### config.mk
export PLATFORM = sky130hd
export DESIGN_NAME = imem_loader
export DESIGN_NICKNAME = d
export VERILOG_FILES = /design/src/rtl/cpu_pkg.sv /design/src/rtl/instr_encode.sv /design/src/rtl/imem_loader.sv
export SDC_FILE = /design/constraint.sdc
export NUM_CORES = 1
export LEC_CHECK = 0
export BUFFER_PORTS_ARGS = -buffer_cell sky130_fd_sc_hd__buf_2
export CAP_MARGIN = 20
export CORE_ASPECT_RATIO = 1.1
export CORE_MARGIN = 4
export CORE_UTILIZATION = 38
export CTS_CLUSTER_SIZE = 40
export DETAILED_ROUTE_END_ITERATION = 8
export PLACE_DENSITY = 0.7
export SLEW_MARGIN = 40
export SYNTH_ARGS = -nofsm -noshare
export SYNTH_HDL_FRONTEND = slang
export SYNTH_HIERARCHICAL = 1
export SYNTH_SLANG_ARGS = --single-unit
### constraint.sdc
create_clock -name clk -period 1.65 [get_ports clk]
set_input_delay 0.165 -clock clk [delete_from_list [all_inputs] [get_ports clk]]
set_output_delay 0.165 -clock clk [all_outputs]
set_load 0.05 [all_outputs]
### src/rtl/cpu_pkg.sv
// Shared CPU constants and the imem loader state type; the RV32I decoder uses the same encodings.
// With IMEM_LOADER_PAD_EN defined, the loader state type gains the PAD state.
package cpu_pkg;

  localparam logic [6:0]  OP_IMM   = 7'b0010011;
  localparam logic [2:0]  F3_ADDI  = 3'b000;
  localparam logic [2:0]  ALU_NOP  = 3'd0;
  localparam logic [2:0]  ALU_ADDI = 3'd1;
  localparam logic [31:0] NOP_WORD = 32'h0000_0013;

`ifdef IMEM_LOADER_PAD_EN
  typedef enum logic [1:0] {
    S_IDLE = 2'd0,
    S_LOAD = 2'd1,
    S_DONE = 2'd2,
    S_PAD  = 2'd3
  } loader_state_t;
`else
  typedef enum logic [1:0] {
    S_IDLE = 2'd0,
    S_LOAD = 2'd1,
    S_DONE = 2'd2
  } loader_state_t;
`endif

endpackage

### src/rtl/instr_encode.sv
// Combinational RV32I encoder for loader commands; the inverse of the control decoder.
// valid is low for alu_op values with no encoding.
module instr_encode
  import cpu_pkg::*;
(
  input  logic [2:0]  op,
  input  logic [4:0]  rd,
  input  logic [4:0]  rs1,
  input  logic [11:0] imm12,
  output logic [31:0] word,
  output logic        valid
);

  always_comb begin
    word  = '0;
    valid = 1'b0;
    case (op)
      ALU_NOP: begin
        word  = NOP_WORD;
        valid = 1'b1;
      end
      ALU_ADDI: begin
        word  = {imm12, rs1, F3_ADDI, rd, OP_IMM};
        valid = 1'b1;
      end
      default: begin
        word  = '0;
        valid = 1'b0;
      end
    endcase
  end

endmodule

### src/rtl/imem_loader.sv
// Streams encoded instruction commands into instruction memory, one word per cycle from address 0.
// Define IMEM_LOADER_PAD_EN to fill the rest of memory with NOPs after the last command.
module imem_loader
  import cpu_pkg::*;
#(
  parameter int unsigned ADDR_W = 6
) (
  input  logic              clk,
  input  logic              rst_n,
  input  logic              start,
  input  logic              cmd_valid,
  output logic              cmd_ready,
  input  logic [2:0]        cmd_op,
  input  logic [4:0]        cmd_rd,
  input  logic [4:0]        cmd_rs1,
  input  logic [11:0]       cmd_imm12,
  input  logic              cmd_last,
  output logic              imem_we,
  output logic [ADDR_W-1:0] imem_addr,
  output logic [31:0]       imem_wdata,
  output logic              busy,
  output logic              done,
  output logic              err,
  output logic [ADDR_W:0]   count
);

  localparam logic [ADDR_W-1:0] LAST_ADDR = '1;
  localparam logic [ADDR_W:0]   COUNT_MAX = {1'b1, {ADDR_W{1'b0}}};

`ifdef IMEM_LOADER_PAD_EN
  localparam loader_state_t AFTER_LAST = S_PAD;
`else
  localparam loader_state_t AFTER_LAST = S_DONE;
`endif

  loader_state_t     state, state_nxt;
  logic [ADDR_W-1:0] addr, addr_nxt;
  logic [ADDR_W:0]   count_nxt, count_inc;
  logic              err_nxt;
  logic              we_nxt;
  logic [ADDR_W-1:0] waddr_nxt;
  logic [31:0]       wdata_nxt;
  logic [31:0]       enc_word;
  logic              enc_valid;
  logic              at_end;

  instr_encode u_encode (
    .op    (cmd_op),
    .rd    (cmd_rd),
    .rs1   (cmd_rs1),
    .imm12 (cmd_imm12),
    .word  (enc_word),
    .valid (enc_valid)
  );

  assign at_end    = (addr == LAST_ADDR);
  assign count_inc = (count == COUNT_MAX) ? count : count + (ADDR_W+1)'(1);

  always_ff @(posedge clk or negedge rst_n) begin
    if (!rst_n) begin
      state      <= S_IDLE;
      addr       <= '0;
      count      <= '0;
      err        <= 1'b0;
      imem_we    <= 1'b0;
      imem_addr  <= '0;
      imem_wdata <= '0;
    end else begin
      state      <= state_nxt;
      addr       <= addr_nxt;
      count      <= count_nxt;
      err        <= err_nxt;
      imem_we    <= we_nxt;
      imem_addr  <= waddr_nxt;
      imem_wdata <= wdata_nxt;
    end
  end

  always_comb begin
    state_nxt = state;
    addr_nxt  = addr;
    count_nxt = count;
    err_nxt   = err;
    we_nxt    = 1'b0;
    waddr_nxt = imem_addr;
    wdata_nxt = imem_wdata;
    cmd_ready = 1'b0;
    busy      = 1'b0;
    done      = 1'b0;

    case (state)
      S_IDLE, S_DONE: begin
        done = (state == S_DONE);
        if (start) begin
          state_nxt = S_LOAD;
          addr_nxt  = '0;
          count_nxt = '0;
          err_nxt   = 1'b0;
        end
      end

      S_LOAD: begin
        cmd_ready = 1'b1;
        busy      = 1'b1;
        if (cmd_valid) begin
          if (enc_valid) begin
            we_nxt    = 1'b1;
            waddr_nxt = addr;
            wdata_nxt = enc_word;
            count_nxt = count_inc;
            // The top word ends the session either way; the address is held, never wrapped.
            if (at_end) begin
              state_nxt = S_DONE;
              if (!cmd_last) err_nxt = 1'b1;
            end else begin
              addr_nxt = addr + ADDR_W'(1);
              if (cmd_last) state_nxt = AFTER_LAST;
            end
          end else begin
            err_nxt = 1'b1;
            if (cmd_last) state_nxt = AFTER_LAST;
          end
        end
      end

`ifdef IMEM_LOADER_PAD_EN
      S_PAD: begin
        busy      = 1'b1;
        we_nxt    = 1'b1;
        waddr_nxt = addr;
        wdata_nxt = NOP_WORD;
        count_nxt = count_inc;
        if (at_end) state_nxt = S_DONE;
        else        addr_nxt  = addr + ADDR_W'(1);
      end
`endif

      default: state_nxt = S_IDLE;
    endcase
  end

endmodule
==> Implementation_results.wiki, run 1 <==
{| class="wikitable"
! Metric !! Value
|-
| CTS Buffer Depth || 2
|-
| Clock period minus worst slack || between 1.5 and 2 ns
|-
| Number of rows created at floorplan || 32
|-
| Largest fanout on the critical path || 4
|-
| Routed WL || 6310 µm
|-
| Crit Path Class || reg2reg
|-
| Register clock-pin slew on the reported worst setup and hold paths || roughly 0.10 ns
|-
| Via count || between 2000 and 2500
|-
| Minimum setup slack among reg-to-reg paths || -0.09 ns
|-
| Endpoint of the most critical register-to-register path || count[6]
|-
| Element type at the critical path end || flop
|-
| Fraction of the cycle the final worst path needs || 1.05
|-
| Number of instances on the worst hold path || 3
|-
| Final routed wire length divided by cell count || between 15 and 20 µm
|-
| Power density of the placed cells || between 1500 and 2000 nW/µm²
|-
| Antenna diode count || 0
|-
| Overall routing resource usage || 0.148
|-
| Arithmetic-cell share of the synthesized area counting full adders, half adders and majority gates || 0.0135
|-
| Crit-path cells || inv_2, ha_1, or4b_4, o221ai_4, buf_6, o31ai_1, a21oi_1
|-
| Post-Synth Simple-Gate Area || 0.187
|-
| Die Y || roughly 98 µm
|-
| Total clock buffers created by CTS || 5
|-
| Dominant combinational cell family by area after synthesis || simple AND/OR/NAND/NOR gates
|-
| Fill count || about 650
|-
| Clock sink total || between 50 and 60
|-
| Worst endpoint data arrival time || between 1.5 and 2 ns
|-
| Grt total ovfl || 0
|-
| Share of the synthesized area in compound gates (AO/OA/AOI/OAI) || 0.0812
|-
| TritonCTS clock tree || done
|-
| Share of the yosys chip area belonging to registers || 0.496
|-
| Placed Cells || 402
|-
| Placeable core area || just over 7000 µm²
|-
| Critical Path Source Type || flop
|-
| Clock tree skew after final layout || 0.00656 ns
|-
| Width of the die || about 89 µm
|-
| Result of the run || complete, but fails checks
|-
| Final standard cell count with taps included and fillers excluded || between 400 and 500
|-
| Leakage power figure || 1.89 nW
|-
| Worst-case hold slack || between 0.15 and 0.2 ns
|-
| Via count of the first global-routing pass || 2201
|-
| Failing checks || negative setup slack
|-
| Warnings, synthesis || 6
|-
| Share of cells above drive strength 1 || 0.587
|-
| Synthesized area || between 2000 and 3000 µm²
|-
| Mux cell area share after synthesis || 0.158
|-
| Largest net degree at the start of global routing || 56
|-
| Worst r2r src || count[0]
|-
| Peak Freq || 575 MHz
|-
| Longest individual stage delay on the worst path || between 0.4 and 0.5 ns
|-
| Max Slew Vio Count || 0
|-
| Die area || 8730 µm²
|-
| Depth of the worst register-to-register path || 7
|-
| Syn Inst Count || 223
|-
| Initial DRT Pass Iterations || 4
|-
| Origin of the worst min-delay path || start
|-
| Final setup slack of the worst path || -0.0900 ns
|-
| H-Tree Level Count || 2
|-
| Hold Vio Cnt, Final || 0
|-
| Endpoint of the worst hold-timing path || state[1]
|-
| Number of flip-flops and latches in the synthesized netlist || 55
|-
| Detailed-placement wirelength estimate || 4480 µm
|-
| Number of nets in the finished design || around 370
|-
| Drt first-iter violations || 60
|-
| IO buf count || slightly below 80
|-
| Per-cell via count in the routed design || slightly above 5
|-
| Cell variety after synth || 39
|-
| Cell at the slowest stage of the critical path || or4b_4
|-
| Post-synthesis xor/xnor area fraction || 0
|-
| RSZ-0062 raised after global routing || true
|-
| Class of the worst hold path || in2reg
|-
| Worst endpoint required time || about 1.9 ns
|-
| Clock insertion delay at the later pin of the skew report || around 0.3 ns
|-
| Initial standard-cell utilization of the core || 0.393
|-
| I/O pin cnt || 80
|-
| Post-synthesis average cell area || 12.4 µm²
|-
| Accumulated negative setup slack || -0.373 ns
|-
| # DRC || 0
|-
| Wire length of the first global-routing pass || just over 10000 µm
|-
| Max-cap violations || 0
|-
| Layout area overhead || 33.7%
|-
| Final setup violation count || 7
|-
| GP Congestion || between 0.8 and 0.9
|-
| Final standard cell utilization of the core || 0.526
|-
| Root buffer cell || clkbuf_8
|-
| Residual antenna-violating net count after detailed routing || 0
|-
| IR drop worst, VDD || 0.000913 V
|-
| Top library cells by usage in the layout, fill and taps aside || 77 x buf_2, 51 x dfrtp_1, 31 x buf_4, 22 x mux2_2, 22 x and4bb_2
|-
| Most frequent standard cell in the layout excluding fill and tap cells || buf_2
|-
| Number of antenna violations at the first check in global routing || 0
|}
[cell usage after synthesis]
master / number / area (µm²)
clkbuf_2: 1 / 5.00
and3b_1: 1 / 8.76
and4bb_2: 22 / 275
mux2_1: 16 / 180
nand3_1: 5 / 25.0
buf_2: 8 / 40.0
or3b_2: 1 / 8.76
o21ai_0: 5 / 25.0
a31oi_1: 1 / 6.26
o21ai_1: 6 / 30.0
a22o_1: 1 / 8.76
ha_1: 3 / 37.5
o221a_2: 1 / 11.3
mux2i_1: 1 / 10.0
buf_4: 14 / 105
nor3_1: 1 / 5.00
o2111ai_1: 1 / 8.76
conb_1: 1 / 3.75
mux2_2: 22 / 248
nor4_1: 2 / 12.5
and4_1: 1 / 8.76
or4bb_1: 1 / 11.3
or3_1: 4 / 25.0
inv_1: 5 / 18.8
nor2b_1: 1 / 6.26
nand2b_1: 4 / 25.0
and2b_1: 2 / 15.0
nor2_1: 5 / 18.8
or2b_1: 1 / 7.51
dfrtp_1: 55 / 1380
or4_1: 3 / 22.5
a221o_1: 1 / 10.0
a21oi_1: 9 / 45.0
o221ai_4: 1 / 26.3
nand2_1: 8 / 30.0
clkbuf_1: 1 / 3.75
or4b_4: 1 / 13.8
o31ai_1: 6 / 45.0
a31o_1: 1 / 8.76
[metrics by stage]
stage	setup slack (ns)	instance area [µm²]	power, mW
after CTS	-0.0778	3640	5.51
after detailed placement	-0.101	3440	4.53
after global routing	-0.174	3710	5.92
after floorplan	-0.143	2810	3.75
after global placement	-0.0246	3440	4.48
final	-0.0900	3710	5.56
[layout make-up]
| class | instances | area (µm²) | share of cell area |
|---|---|---|---|
| Clock buffer | 5 | 68.8 | 0.0186 |
| Sequential cell | 55 | 1380 | 0.373 |
| Timing Repair Buffer | 121 | 788 | 0.213 |
| Clock inverter | 3 | 18.8 | 0.00506 |
| Multi-Input combinational cell | 145 | 1320 | 0.356 |
| Inverter | 5 | 23.8 | 0.00641 |
| Tap cell | 85 | 106 | 0.0287 |
[per-layer routing]
metal  wire [µm]  vias up  track usage
li1            -     1029            -
met3         488       11       0.0373
met1        2700     1047        0.190
met5           0        -            0
met4         111        0       0.0458
met2        3010       74        0.242
[sequential cells by signal, summed over array words and instances (netlist names)]
| signal | cells |
|---|---|
| addr | 6 |
| imem_wdata | 32 |
| imem_addr | 6 |
| err | 1 |
| state | 2 |
| count | 7 |
| imem_we | 1 |
[kinds of logic (layout without fill, tap and decap cells)]
| group | Yosys count | count (layout) |
|---|---|---|
| and+or+nand+nor | 63 | 63 |
| DFF | 55 | 55 |
| muxes | 39 | 39 |
| AOI/OAI and AO/OA | 33 | 33 |
| buffers and inverters | 29 | 134 |
| adders and majority gates | 3 | 3 |
| other | 1 | 7 |
[critical path: cells and delay by family, from the launching register on]
family	cells	cell delay (ns)
simple gates	1	0.49
compound gates	3	0.43
flops	1	0.42
buf+inv	2	0.20
fa+ha+maj	1	0.12
[report_power, final]
group	internal (mW)	leakage [nW]	total (mW)	switching, mW
registers	1.67	0.731	1.83	0.161
logic	1.09	1.11	3.00	1.91
clock network	0.300	0.0483	0.742	0.442
total	3.05	1.89	5.56	2.51
[worst max-delay path by stage]
stage                   from  endpoint  slack, ns  cells after the start
CTS                 state[0]  count[6]      -0.08                      7
global route        state[0]  count[6]      -0.17                      7
global placement    count[0]  count[6]      -0.02                      7
detailed placement  state[1]   addr[2]      -0.10                      5
finish              count[0]  count[6]      -0.09                      7
floorplan           count[0]  count[1]      -0.14                      6
[timing repair]
item                                    CTS  global route
buffers inserted                          7             1
resized for setup                        14            18
hold buffers                              1             0
pin swaps                                 3             7
endpoints found under the setup margin   13            17
endpoints found under the hold margin    55             0
Note: power is estimated with default switching activity, not from simulation.
==> run 2: changes to the inputs <==
--- a/config.mk
+++ b/config.mk
@@ -5,6 +5,7 @@
 export SDC_FILE = /design/constraint.sdc
 export NUM_CORES = 1
 export LEC_CHECK = 0
+export ABC_AREA = 1
 export BUFFER_PORTS_ARGS = -buffer_cell sky130_fd_sc_hd__buf_2
 export CAP_MARGIN = 20
 export CORE_ASPECT_RATIO = 1.1
@@ -12,7 +13,7 @@
 export CORE_UTILIZATION = 38
 export CTS_CLUSTER_SIZE = 40
 export DETAILED_ROUTE_END_ITERATION = 8
-export PLACE_DENSITY = 0.7
+export PLACE_DENSITY = 0.67
 export SLEW_MARGIN = 40
 export SYNTH_ARGS = -nofsm -noshare
 export SYNTH_HDL_FRONTEND = slang
==> constraint.sdc (replaced) <==
create_clock -name clk -period 1.7 [get_ports clk]
set_input_delay 0.17 -clock clk [delete_from_list [all_inputs] [get_ports clk]]
set_output_delay 0.17 -clock clk [all_outputs]
set_load 0.05 [all_outputs]
==> run 2 against run 1 <==
Effect of this change: the run now ends clean; combinational power shrank 23%; clock skew is 0.0023 ns higher; critical path depth is 3 lower; die area rose by 3.5%; clock power decreased by 1%; largest cell class unchanged; largest power group unchanged.
==> Implementation_results.wiki, run 2 <==
{| class="wikitable"
! Metric !! Value
|-
| Die Y || 99.3 µm (+1.7%)
|-
| Share of the yosys chip area belonging to registers || 0.478 (-0.0181)
|-
| Clock insertion delay at the later pin of the skew report || 0.31 ns (about the same)
|-
| Area taken by flip-flops and latches || 1380 µm² (-0.36%)
|-
| Wire length of the first global-routing pass || 10200 µm (-2.0%)
|-
| Number of flip-flops under the largest register name || 32 (unchanged)
|-
| Most frequent standard cell in the layout excluding fill and tap cells || nand2_1
|-
| Antenna diode count || 0 (unchanged)
|-
| Total clock buffers created by CTS || 5 (unchanged)
|-
| Critical Path Source Type || flop
|-
| Multi-input gate area in the final layout || 1160 µm² (-12%)
|-
| Initial DRT Pass Iterations || 4 (unchanged)
|-
| # DRC || 0 (unchanged)
|-
| Via count || 2313 (+7.0%)
|-
| Final routed wire length divided by cell count || 11.4 µm (-24%)
|-
| Peak Freq || 654 MHz
|-
| Post-synthesis async set-or-reset flop share || 1.00 (unchanged)
|-
| Placeable core area || 7430 µm² (+5.5%)
|-
| Register clock-pin slew on the reported worst setup and hold paths || 0.11 ns (about the same)
|-
| Max-cap violations || 0 (unchanged)
|-
| Initial standard-cell utilization of the core || 0.387 (-0.00626)
|-
| Root buffer cell || clkbuf_8
|-
| Total Power || 4.88 mW (-12%)
|-
| Width of the die || 91.0 µm (+1.7%)
|-
| Post-place instance area || 3260 µm² (-5.2%)
|-
| Largest net degree at the start of global routing || 56 (unchanged)
|-
| Syn Inst Count || 358 (+61%)
|-
| Number of nets in the finished design || 464 (+27%)
|-
| Number of enable flip-flop cells after synthesis || 0 (unchanged)
|-
| Grt total ovfl || 0 (unchanged)
|-
| Total non-filler cell area in the finished layout || 3350 µm² (-9.5%)
|-
| Accumulated negative setup slack || 0 ns (+0.373 ns)
|-
| Hold Vio Cnt, Final || 0 (unchanged)
|-
| Routed WL || 5920 µm (-6.2%)
|-
| TritonCTS clock tree || done
|-
| IO buf count || 79 (unchanged)
|-
| Clock sink total || 55 (unchanged)
|-
| Crit Path Class || reg2out
|-
| Most used standard cells in the synthesized netlist || 149 x nand2_1, 55 x dfrtp_1, 41 x inv_1
|-
| Number of rows created at floorplan || 33 (+3.1%)
|-
| IR drop worst, VDD || 0.000737 V (-19%)
|-
| Detailed-placement wirelength estimate || 4110 µm (-8.3%)
|-
| Class of the worst hold path || in2reg
|-
| Per-cell via count in the routed design || 4.46 (-14%)
|-
| Max Slew Vio Count || 0 (unchanged)
|-
| Post-synthesis average cell area || 8.04 µm² (-35%)
|-
| Layout area overhead || 16.5%
|-
| Top library cells by usage in the layout, fill and taps aside || 149 x nand2_1, 79 x buf_2, 55 x dfrtp_1, 41 x inv_1, 19 x nor2_2
|-
| Via count of the first global-routing pass || 2285 (+3.8%)
|-
| Result of the run || completed
|-
| Number of flip-flops and latches in the synthesized netlist || 55 (unchanged)
|-
| Largest cells by area after synthesis || dfrtp_1 48%, nand2_1 19%, inv_1 5.3%
|-
| Synthesized area || 2880 µm² (+3.8%)
|-
| Worst endpoint data arrival time || 1.36 ns (-0.60 ns)
|-
| Placed Cells || 510 (+27%)
|-
| Final setup violation count || 0 (-7)
|-
| Fill count || 729 (+13%)
|-
| Element type at the critical path end || primary output
|-
| Fraction of the cycle the final worst path needs || 0.900
|-
| CTS Buffer Depth || 2 (unchanged)
|-
| Drt first-iter violations || 78 (+30%)
|-
| Overall routing resource usage || 0.135 (-0.0129)
|-
| Leakage power figure || 1.93 nW (+2.1%)
|-
| Count leader, synth || nand2_1
|-
| Cell variety after synth || 29 (-26%)
|-
| Post-synthesis cell type with the largest combined area || dfrtp_1
|-
| RSZ-0062 raised after global routing || false
|-
| Leading register cell type out of synthesis || dfrtp_1
|-
| GP Congestion || 0.826 (-0.77%)
|-
| I/O pin cnt || 80 (unchanged)
|-
| H-Tree Level Count || 2 (unchanged)
|-
| Warnings, synthesis || 6 (unchanged)
|-
| Clock tree skew after final layout || 0.00886 ns (+0.00230 ns)
|-
| Die area || 9030 µm² (+3.5%)
|-
| Clock period minus worst slack || 1.53 ns
|-
| Worst endpoint required time || 1.53 ns (-0.34 ns)
|-
| Number of gates given a new drive strength after cts || 0 (-14)
|-
| Top reg by flops || imem_wdata
|-
| Residual antenna-violating net count after detailed routing || 0 (unchanged)
|-
| Largest fanout on the critical path || 19 (+15)
|-
| Largest registers ranked by flip-flop count || imem_wdata (32), count (7)
|-
| Power density of the placed cells || 1460 nW/µm² (-3.1%)
|-
| Share of cells above drive strength 1 || 0.310 (-0.277)
|-
| Minimum setup slack among reg-to-reg paths || 0.18 ns (+0.27 ns)
|-
| Number of antenna violations at the first check in global routing || 0 (unchanged)
|-
| Yosys top cell area share || 0.478 (-0.0181)
|-
| Final standard cell count with taps included and fillers excluded || 519 (+24%)
|}
[run 2: cell families (layout without fill, tap and decap cells)]
family	count (synthesis)	in the layout	synth area share
other	1	7	0.00130
and+or+nand+nor	206	206	0.318
AOI/OAI and AO/OA	25	25	0.0617
buffers and inverters	67	135	0.125
xor gates and xnor gates	1	1	0.00304
DFF	55	55	0.478
adders and majority gates	3	3	0.0130
[run 2: worst paths after layout]
check,start,to,cells past startpoint
max,state[1],cmd_ready,4
min,cmd_rs1[1],imem_wdata[16],5
max reg2reg,count[0],count[6],8
min reg2reg,imem_wdata[5],imem_wdata[5],2
max in group asynchronous,rst_n,addr[2],3
min in group asynchronous,rst_n,imem_wdata[5],3
[run 2: power by group]
part / total [mW] / switching, mW / internal, mW
clock: 0.731 / 0.439 / 0.292
combinational: 2.32 / 1.79 / 0.531
sequential: 1.83 / 0.214 / 1.61
[run 2: timing repair]
action | in CTS | in global routing
hold buffers | 1 | 0
endpoints found under the hold margin | 55 | 0
setup buffers | 0 | 0
[run 2: critical path: stages (launching register included)]
cell	delay (ns)
dfrtp_1	0.37
inv_1	0.14
nand2_4	0.11
clkinv_4	0.15
buf_2	0.29
[run 2: area by class of cell]
type	count	share of cell area
repair buffers	84	0.134
clock buffers	5	0.0205
multi-input cells	242	0.347
clock inverters	3	0.00560
inverters	43	0.0500
well taps	87	0.0325
flip-flops and latches	55	0.410
[run 2: metal layers]
metal  share of wire  up-vias  global-route usage
met3           0.061        6              0.0333
li1                -     1197                   -
met2            0.45       64               0.231
met5               0        -                   0
met4           0.011        0              0.0371
met1            0.48     1046               0.172
[run 2: stage by stage]
step	hold slack [ns]	setup WS, ns	utilization
2_1_floorplan	-0.126	0.0456	-
3_3_place_gp	0.196	0.262	0.438
3_5_place_dp	0.199	0.183	0.438
4_1_cts	0.138	0.157	0.451
5_1_grt	0.145	0.00670	0.451
6_report	0.150	0.170	0.451
